**config.mk**
```make
export PLATFORM = sky130hd
export DESIGN_NAME = param_calc
export DESIGN_NICKNAME = d
export VERILOG_FILES = /design/src/rtl/param_calc_pkg.sv /design/src/rtl/param_calc_dp.sv /design/src/rtl/param_calc.sv
export SDC_FILE = /design/constraint.sdc
export NUM_CORES = 1
export LEC_CHECK = 0
export CAP_MARGIN = 10
export CORE_UTILIZATION = 55
export CTS_CLUSTER_DIAMETER = 150
export DETAILED_ROUTE_END_ITERATION = 6
export PLACE_DENSITY = 0.77
export SETUP_SLACK_MARGIN = 0.02
export SLEW_MARGIN = 30
export SYNTH_ARGS = -nofsm -noshare
export SYNTH_HDL_FRONTEND = slang
export SYNTH_SLANG_ARGS = --single-unit
```
**constraint.sdc**
```tcl
create_clock -name clk -period 3.5 [get_ports clk]
set_clock_uncertainty 0.15 [all_clocks]
set_input_delay 0.525 -clock clk [delete_from_list [all_inputs] [get_ports clk]]
set_output_delay 0.525 -clock clk [all_outputs]
set_load 0.005 [all_outputs]
```
**src/rtl/param_calc_pkg.sv**
```systemverilog
// Shared opcode values and FSM state encoding for the param_calc calculator.
package param_calc_pkg;

    localparam logic [2:0] OP_ADD = 3'b000;
    localparam logic [2:0] OP_SUB = 3'b001;
    localparam logic [2:0] OP_AND = 3'b010;
    localparam logic [2:0] OP_OR  = 3'b011;
    localparam logic [2:0] OP_XOR = 3'b100;
    localparam logic [2:0] OP_MUL = 3'b101;
    localparam logic [2:0] OP_DIV = 3'b110;
    localparam logic [2:0] OP_ILL = 3'b111;

    typedef enum logic [1:0] {
        S_IDLE = 2'd0,
        S_EXEC = 2'd1,
        S_DONE = 2'd2
    } state_t;

endpackage

```
**src/rtl/param_calc_dp.sv**
```systemverilog
// Datapath: operand/shift registers, single-cycle ALU, shift-add MUL and restoring DIV steps,
// and the registered result/flag outputs written only on the finish strobe.
module param_calc_dp
    import param_calc_pkg::*;
#(
    parameter int WIDTH = 4
) (
    input  logic             clk,
    input  logic             rst,
    input  logic             load,
    input  logic             step,
    input  logic             finish,
    input  logic [2:0]       op,
    input  logic [WIDTH-1:0] in1,
    input  logic [WIDTH-1:0] in2,
    output logic             b_zero,
    output logic [WIDTH-1:0] out,
    output logic [WIDTH-1:0] out_hi,
    output logic             flag
);

    logic [WIDTH-1:0] a_r, b_r, hi_r, lo_r;
    logic [WIDTH-1:0] hi_n, lo_n, res_lo, res_hi;
    logic             res_flag;
    logic [WIDTH:0]   sum, diff, mul_add, div_sh, div_sub;
    logic             div_ge;

    assign b_zero  = (b_r == '0);
    assign sum     = {1'b0, a_r} + {1'b0, b_r};
    assign diff    = {1'b0, a_r} - {1'b0, b_r};

    // lo holds A in both iterative ops: for MUL it is the shifting multiplier
    // (product is symmetric), for DIV it is the dividend shifting out into hi.
    assign mul_add = {1'b0, hi_r} + (lo_r[0] ? {1'b0, b_r} : '0);
    assign div_sh  = {hi_r, lo_r[WIDTH-1]};
    assign div_sub = div_sh - {1'b0, b_r};
    assign div_ge  = ~div_sub[WIDTH];

    always_comb begin
        hi_n = hi_r;
        lo_n = lo_r;
        if (op == OP_MUL) begin
            hi_n = mul_add[WIDTH:1];
            lo_n = {mul_add[0], lo_r[WIDTH-1:1]};
        end else if (op == OP_DIV) begin
            hi_n = div_ge ? div_sub[WIDTH-1:0] : div_sh[WIDTH-1:0];
            lo_n = {lo_r[WIDTH-2:0], div_ge};
        end
    end

    always_comb begin
        res_lo   = '0;
        res_hi   = '0;
        res_flag = 1'b0;
        case (op)
            OP_ADD: begin
                res_lo   = sum[WIDTH-1:0];
                res_flag = sum[WIDTH];
            end
            OP_SUB: begin
                res_lo   = diff[WIDTH-1:0];
                res_flag = diff[WIDTH];
            end
            OP_AND: res_lo = a_r & b_r;
            OP_OR:  res_lo = a_r | b_r;
            OP_XOR: res_lo = a_r ^ b_r;
            OP_MUL: begin
                res_lo   = lo_n;
                res_hi   = hi_n;
                res_flag = (hi_n != '0);
            end
            OP_DIV: begin
                if (b_zero) begin
                    res_lo   = '1;
                    res_hi   = a_r;
                    res_flag = 1'b1;
                end else begin
                    res_lo = lo_n;
                    res_hi = hi_n;
                end
            end
            default: res_flag = 1'b1;
        endcase
    end

    always_ff @(posedge clk or posedge rst) begin
        if (rst) begin
            a_r    <= '0;
            b_r    <= '0;
            hi_r   <= '0;
            lo_r   <= '0;
            out    <= '0;
            out_hi <= '0;
            flag   <= 1'b0;
        end else begin
            if (load) begin
                a_r  <= in1;
                b_r  <= in2;
                hi_r <= '0;
                lo_r <= in1;
            end else if (step) begin
                hi_r <= hi_n;
                lo_r <= lo_n;
            end
            if (finish) begin
                out    <= res_lo;
                out_hi <= res_hi;
                flag   <= res_flag;
            end
        end
    end

endmodule

```
**src/rtl/param_calc.sv**
```systemverilog
// Top level: IDLE/EXEC/DONE control FSM with opcode and iteration counter, wrapping the datapath.
module param_calc
    import param_calc_pkg::*;
#(
    parameter int WIDTH = 4
) (
    input  logic             clk,
    input  logic             rst,
    input  logic             go,
    input  logic [WIDTH-1:0] in1,
    input  logic [WIDTH-1:0] in2,
    input  logic [2:0]       op,
    output logic             busy,
    output logic             done,
    output logic [WIDTH-1:0] out,
    output logic [WIDTH-1:0] out_hi,
    output logic             flag
);

    localparam int CNTW = $clog2(WIDTH + 1);

    state_t          state, state_n;
    logic [2:0]      op_r;
    logic [CNTW-1:0] cnt;
    logic            load, step, finish, b_zero, multi;

    assign busy  = (state != S_IDLE);
    assign done  = (state == S_DONE);
    assign multi = (op_r == OP_MUL) || ((op_r == OP_DIV) && !b_zero);

    always_ff @(posedge clk or posedge rst) begin
        if (rst) begin
            state <= S_IDLE;
            op_r  <= '0;
            cnt   <= '0;
        end else begin
            state <= state_n;
            if (load) begin
                op_r <= op;
                cnt  <= CNTW'(WIDTH);
            end else if (step) begin
                cnt <= cnt - 1'b1;
            end
        end
    end

    // The last iteration and the result write share one edge, so partial
    // products/quotients never reach the output registers.
    always_comb begin
        state_n = state;
        load    = 1'b0;
        step    = 1'b0;
        finish  = 1'b0;
        case (state)
            S_IDLE: begin
                if (go) begin
                    load    = 1'b1;
                    state_n = S_EXEC;
                end
            end
            S_EXEC: begin
                if (multi) begin
                    step = 1'b1;
                    if (cnt == CNTW'(1)) begin
                        finish  = 1'b1;
                        state_n = S_DONE;
                    end
                end else begin
                    finish  = 1'b1;
                    state_n = S_DONE;
                end
            end
            S_DONE:  state_n = S_IDLE;
            default: state_n = S_IDLE;
        endcase
    end

    param_calc_dp #(.WIDTH(WIDTH)) u_dp (
        .clk    (clk),
        .rst    (rst),
        .load   (load),
        .step   (step),
        .finish (finish),
        .op     (op_r),
        .in1    (in1),
        .in2    (in2),
        .b_zero (b_zero),
        .out    (out),
        .out_hi (out_hi),
        .flag   (flag)
    );

endmodule

```
Yosys cells after proc, flatten, opt, wreduce, memory -nomap -nowiden. Index checks and enable logic that the tools add are counted.

Register bits after elaboration: 33. Word-level logic and storage cells: 70. Input port bits: 14.

Equality and inequality tests: 11. Multiplexer cells: 29. Reduce and logical (&&, ||, !) cells: 11. Add/subtract/negate cells: 5. Bitwise gates (word level): 4.

Operator list (count): 4-bit two-way mux (12); 4-bit case mux with 7 select lines (1); 3-bit == test, second input constant (3); 1-bit two-way mux (8); 4-bit case mux with 2 select lines (1); 3-bit by 1-bit == test with 1-bit output, second input constant (2); 3-bit by 2-bit == test with 1-bit output, second input constant (2); 2-bit two-way mux (3); 3-bit two-way mux (2); 4-bit by 4-bit adder with 5-bit output (1); 4-bit by 5-bit adder with 5-bit output (1); 1-bit case mux with 5 select lines (1); 4-bit by 4-bit subtractor with 5-bit output (1); 5-bit by 4-bit subtractor with 5-bit output (1); 4-bit AND (1); 4-bit logical NOT (1); 4-bit OR (1); 2-bit case mux with 2 select lines (1); 2-bit nonzero test (2); 4-bit nonzero test (1); 4-bit bitwise XOR (1); 3-bit logical NOT (1); 3-bit != test, second input constant (1); 3-bit OR reduction (1); other kinds (10) (10).

Depth between registers and ports, before layout.
Depth in word-level cells: 8. Depth in mapped cells: 10. Depth with buffers taken out: 10.

Modules after synthesis. A second synthesis with hierarchy kept.

Cell total of the unflattened synthesis: 283. Area total of the unflattened synthesis: 2557.5 um^2.

Modules (own cells, without submodules): param_calc_dp (cells an instance 245, area an instance 2105.8 um^2, times used 1); param_calc (cells an instance 38, area an instance 451.7 um^2, times used 1).

Least setup slack after synthesis. OpenSTA, ideal clock, no wires.

Path type: reg2reg. Start: register u_dp.b_r[0]. End: register u_dp.flag. Path slack: 0.824 ns. Path buffers: 0. Data arrival time: 2.398 ns. Clock period less this slack: 2.676 ns. Cell stages (with the launch flop): 10. Path through: dfrtp_1 -> ha_1 -> fa_1 -> nand2b_1 -> a21oi_2 -> xor2_2 -> mux2i_1 -> o211ai_1 -> o41ai_2 -> a21oi_1.

Word-level cells in the longest chain between the ends: 6. Elaborated cells between the ends (all ways): 17.

Ends and longest elaborated chain: from (decl) (RTL line param_calc_dp.sv:22) `logic [WIDTH-1:0] a_r, b_r, hi_r, lo_r;`; from (signal assigned) (RTL line param_calc_dp.sv:98) `b_r <= in2;`; 5-bit by 4-bit subtractor with 5-bit output / 4-bit logical NOT (equally long branches) (RTL line param_calc_dp.sv:36, param_calc_dp.sv:28); 4-bit two-way mux / 1-bit logical NOT (equally long branches) (RTL line param_calc_dp.sv:46, param_calc.sv:29); 4-bit two-way mux / 1-bit logical AND (equally long branches) (RTL line param_calc_dp.sv:45, param_calc.sv:29); 4-bit two-way mux / 1-bit logical OR (equally long branches) (RTL line param_calc_dp.sv:42, param_calc.sv:29); 4-bit nonzero test / 1-bit two-way mux (equally long branches) (RTL line param_calc_dp.sv:70, param_calc.sv:62); 1-bit case mux with 5 select lines / 1-bit two-way mux (equally long branches) (RTL line param_calc_dp.sv:55, param_calc.sv:54); to (signal assigned) (RTL line param_calc_dp.sv:108) `flag <= res_flag;`; to (decl) (RTL line param_calc_dp.sv:19) `output logic flag`.

Several ways; a longest one is shown, not always the timed one. A chain may end at the register's enable or synchronous reset.

Final worst setup path. Ends and elaborated chain as after synthesis.

==> results.cfg <==
[outcome]
status = finished clean

[synth]
synth_warnings = 0
syn_nets = 323
synth_cells = 283
synthFlopType = dfrtp_1
ys_seq_elements = 33
syn_area_per_cell_sq_um = 8.81
synth.distinct_cells = 51
async_reset_ff_share_pct = 100
ys_seq_area_share_pct = 33.1
synth-edff-count = 0
synth_area_sq_mm = 0.00249

[global_route]
grt_pass1_wl_um = 10000
grtUsageTotal_pct = 27.0
grt_max_degree = 34
grt_pass1_vias = 2122
antenna_found_initial = 0
overflow = 0

[cells_and_area]
fin_area_sq_mm = 0.00283
finalNetCount = 345
diodes = 0
syn2layout_area_growth_pct = 13.3
drive_gt1_share_pct = 8.17
fillers = 354

[floorplan]
die_width_um = 69.3
die_y_um = 69.3
std_cell_rows = 24
die-area_sq_mm = 0.00481
boundaryPins = 25
core_sq_mm = 0.00435
initial_core_util_pct = 57.3

[clocking]
clock-sinks = 33
ctsResizeCount = 0
cts_hold_buf = 0
cts_setup_buffers = 0
htreeDepth = 2
cts_buffers = 5
clkLatencyLatePin_ns = 0.29
clockBufferDepth = 2
cts_tree = yes
clk_pin_slew_ns = 0.07
cts_root_buffer = clkbuf_8

[drt]
first_pass_iters = 4
wl_per_cell_um = 16.7
top_layer_used = met4
ant_nets = 0
vias = 2124
wl_met2_um = 2870
drtIter0Drc = 239
drc = 0
dr_wl_met3_um = 321
vias_per_cell = 5.93
m1WireLength_um = 2630
routed_wl_um = 5970

[timing]
fin_crit_sh_pct = 84.8
rsz0062_at_grt = false
hold_violations = 0
slew_violations = 0
setup_viol = 0
relSlewSlack_pct = 44.8
holdWs_ns = 0.335
fmax_ghz = 0.337
worst_slew_pin_slew_ns = 0.829
period_needed_ns = 2.97
setup_tns_ns = 0

[worst_setup_path]
r2r_slack_ns = 0.53
critical_path_peak_fanout = 6
cp-startpoint = u_dp.b_r[0]$_DFFE_PP0P_
start_kind = flip-flop
path_class = reg2reg
end_kind = flip-flop
r2r_start = u_dp.b_r[0]$_DFFE_PP0P_
cp.arrival_ns = 2.99
required_ns = 3.52

[place]
gp_congestion = 0.946
dpl_cell_area_sq_mm = 0.00274
dp_hpwl_um = 4450
port_buffers = 24

[power]
power_density_mw_per_mm2 = 891
leakagePower_uw = 0.00128
vdd_drop_max_mv = 0.594

[flow_run]
cap_violations = 0

[worst_hold_path]
min-delay-start = u_dp.out_hi[3]$_DFFE_PP0P_
hold_path.class = reg2reg
## where the power goes
part           internal (uW)  leakage (uW)  total [uW]  switching (uW)
Combinational            679      0.000818        1500             824
Sequential               530      0.000417         733             203
Clock                    138     0.0000450         281             143
Total                   1350       0.00128        2520            1170
## flip-flops by register name, indices dropped and copies added, names as in the netlist, 3 cells and up
register and count:
u_dp.lo_r 4, u_dp.b_r 4, cnt 3, u_dp.a_r 4
u_dp.hi_r 4, u_dp.out_hi 4, op_r 3, u_dp.out 4
## cells in the mapped netlist (all sizes together) (2+ instances only)
| library cell | number | area, sq um |
|---|---|---|
| o221ai | 3 | 26.3 |
| nor2b | 5 | 31.3 |
| fa | 4 | 80.1 |
| inv | 19 | 71.3 |
| o21ai | 30 | 158 |
| a22o | 6 | 52.6 |
| nand3 | 6 | 30.0 |
| a22oi | 4 | 30.0 |
| xor2 | 5 | 51.3 |
| nand2b | 5 | 31.3 |
| mux2i | 5 | 50.1 |
| nand2 | 42 | 158 |
| ha | 22 | 275 |
| o31ai | 2 | 15.0 |
| a21o | 4 | 30.0 |
| xnor2 | 5 | 43.8 |
| dfrtp | 33 | 826 |
| and2 | 6 | 37.5 |
| mux2 | 2 | 26.3 |
| clkbuf | 8 | 60.1 |
| a31oi | 3 | 18.8 |
| nor2 | 17 | 66.3 |
| a211oi | 3 | 22.5 |
| buf | 5 | 26.3 |
| o211ai | 3 | 22.5 |
| a21oi | 21 | 109 |
## layer usage
layer	track usage (%)	vias to the layer above
li1	-	1026
met1	33.6	1019
met2	43.7	62
met3	6.54	17
met4	13.6	0
met5	0	-
## layout by cell type, fill, tap and decap left out, types with 5 or more instances in the layout
cell type / Yosys / routed
a21oi_1: 20 / 20
a22o_1: 6 / 6
and2_1: 6 / 6
clkbuf_8: 3 / 5
clkdlybuf4s50_1: 0 / 24
dfrtp_1: 33 / 33
ha_1: 22 / 22
inv_1: 18 / 18
mux2i_1: 5 / 5
nand2_1: 42 / 42
nand2b_1: 5 / 5
nand3_1: 6 / 6
nor2_1: 16 / 16
nor2b_1: 5 / 5
o21ai_0: 27 / 27
xnor2_1: 5 / 5
## final cells by class
type	count	area, sq um	share of cell area [%]
clock buffer	6	72.6	2.57
multi-input combinational	218	1510	53.5
clock inverter	2	10.0	0.354
tap	52	65.1	2.30
inverter	19	71.3	2.52
sequential	33	826	29.2
timing repair buffer	28	270	9.57
## path summary, 6_finish.rpt
path / endpoint / cells past startpoint
max: u_dp.flag$_DFFE_PP0P_ / 9
min: u_dp.out_hi[3]$_DFFE_PP0P_ / 2
max reg2reg: u_dp.flag$_DFFE_PP0P_ / 9
min reg2reg: u_dp.out_hi[3]$_DFFE_PP0P_ / 2
max in group asynchronous: u_dp.lo_r[2]$_DFFE_PP0P_ / 3
min in group asynchronous: cnt[0]$_DFFE_PP0P_ / 3
## stage by stage
stage / total power [uW] / utilization, % / setup slack [ns] / std cells
4_1_cts: 2510 / 64.9 / 0.536 / 358
5_1_grt: 2740 / 64.9 / 0.344 / 358
3_3_place_gp: 2180 / 63.0 / 0.700 / 350
3_5_place_dp: 2220 / 63.0 / 0.564 / 350
2_1_floorplan: 1810 / - / 0.824 / 283
6_report: 2520 / 64.9 / 0.532 / 358
## cell families after synthesis
family | Yosys count | synth area share (%)
and+or+nand+nor | 91 | 17.5
AOI/OAI and AO/OA | 83 | 21.0
DFF | 33 | 33.1
adders and majority gates | 26 | 14.2
muxes | 8 | 3.96
xor gates and xnor gates | 10 | 3.81
buffers and inverters | 32 | 6.32
## worst max-delay path, stage by stage (launching register included)
cell      delay, ns
dfrtp_1        0.45
ha_1           0.24
fa_1           0.40
nand2b_1       0.17
a21oi_2        0.16
xor2_2         0.34
mux2i_1        0.30
o211ai_1       0.16
o41ai_2        0.36
a21oi_1        0.10
(Power assumes the default switching activity.)
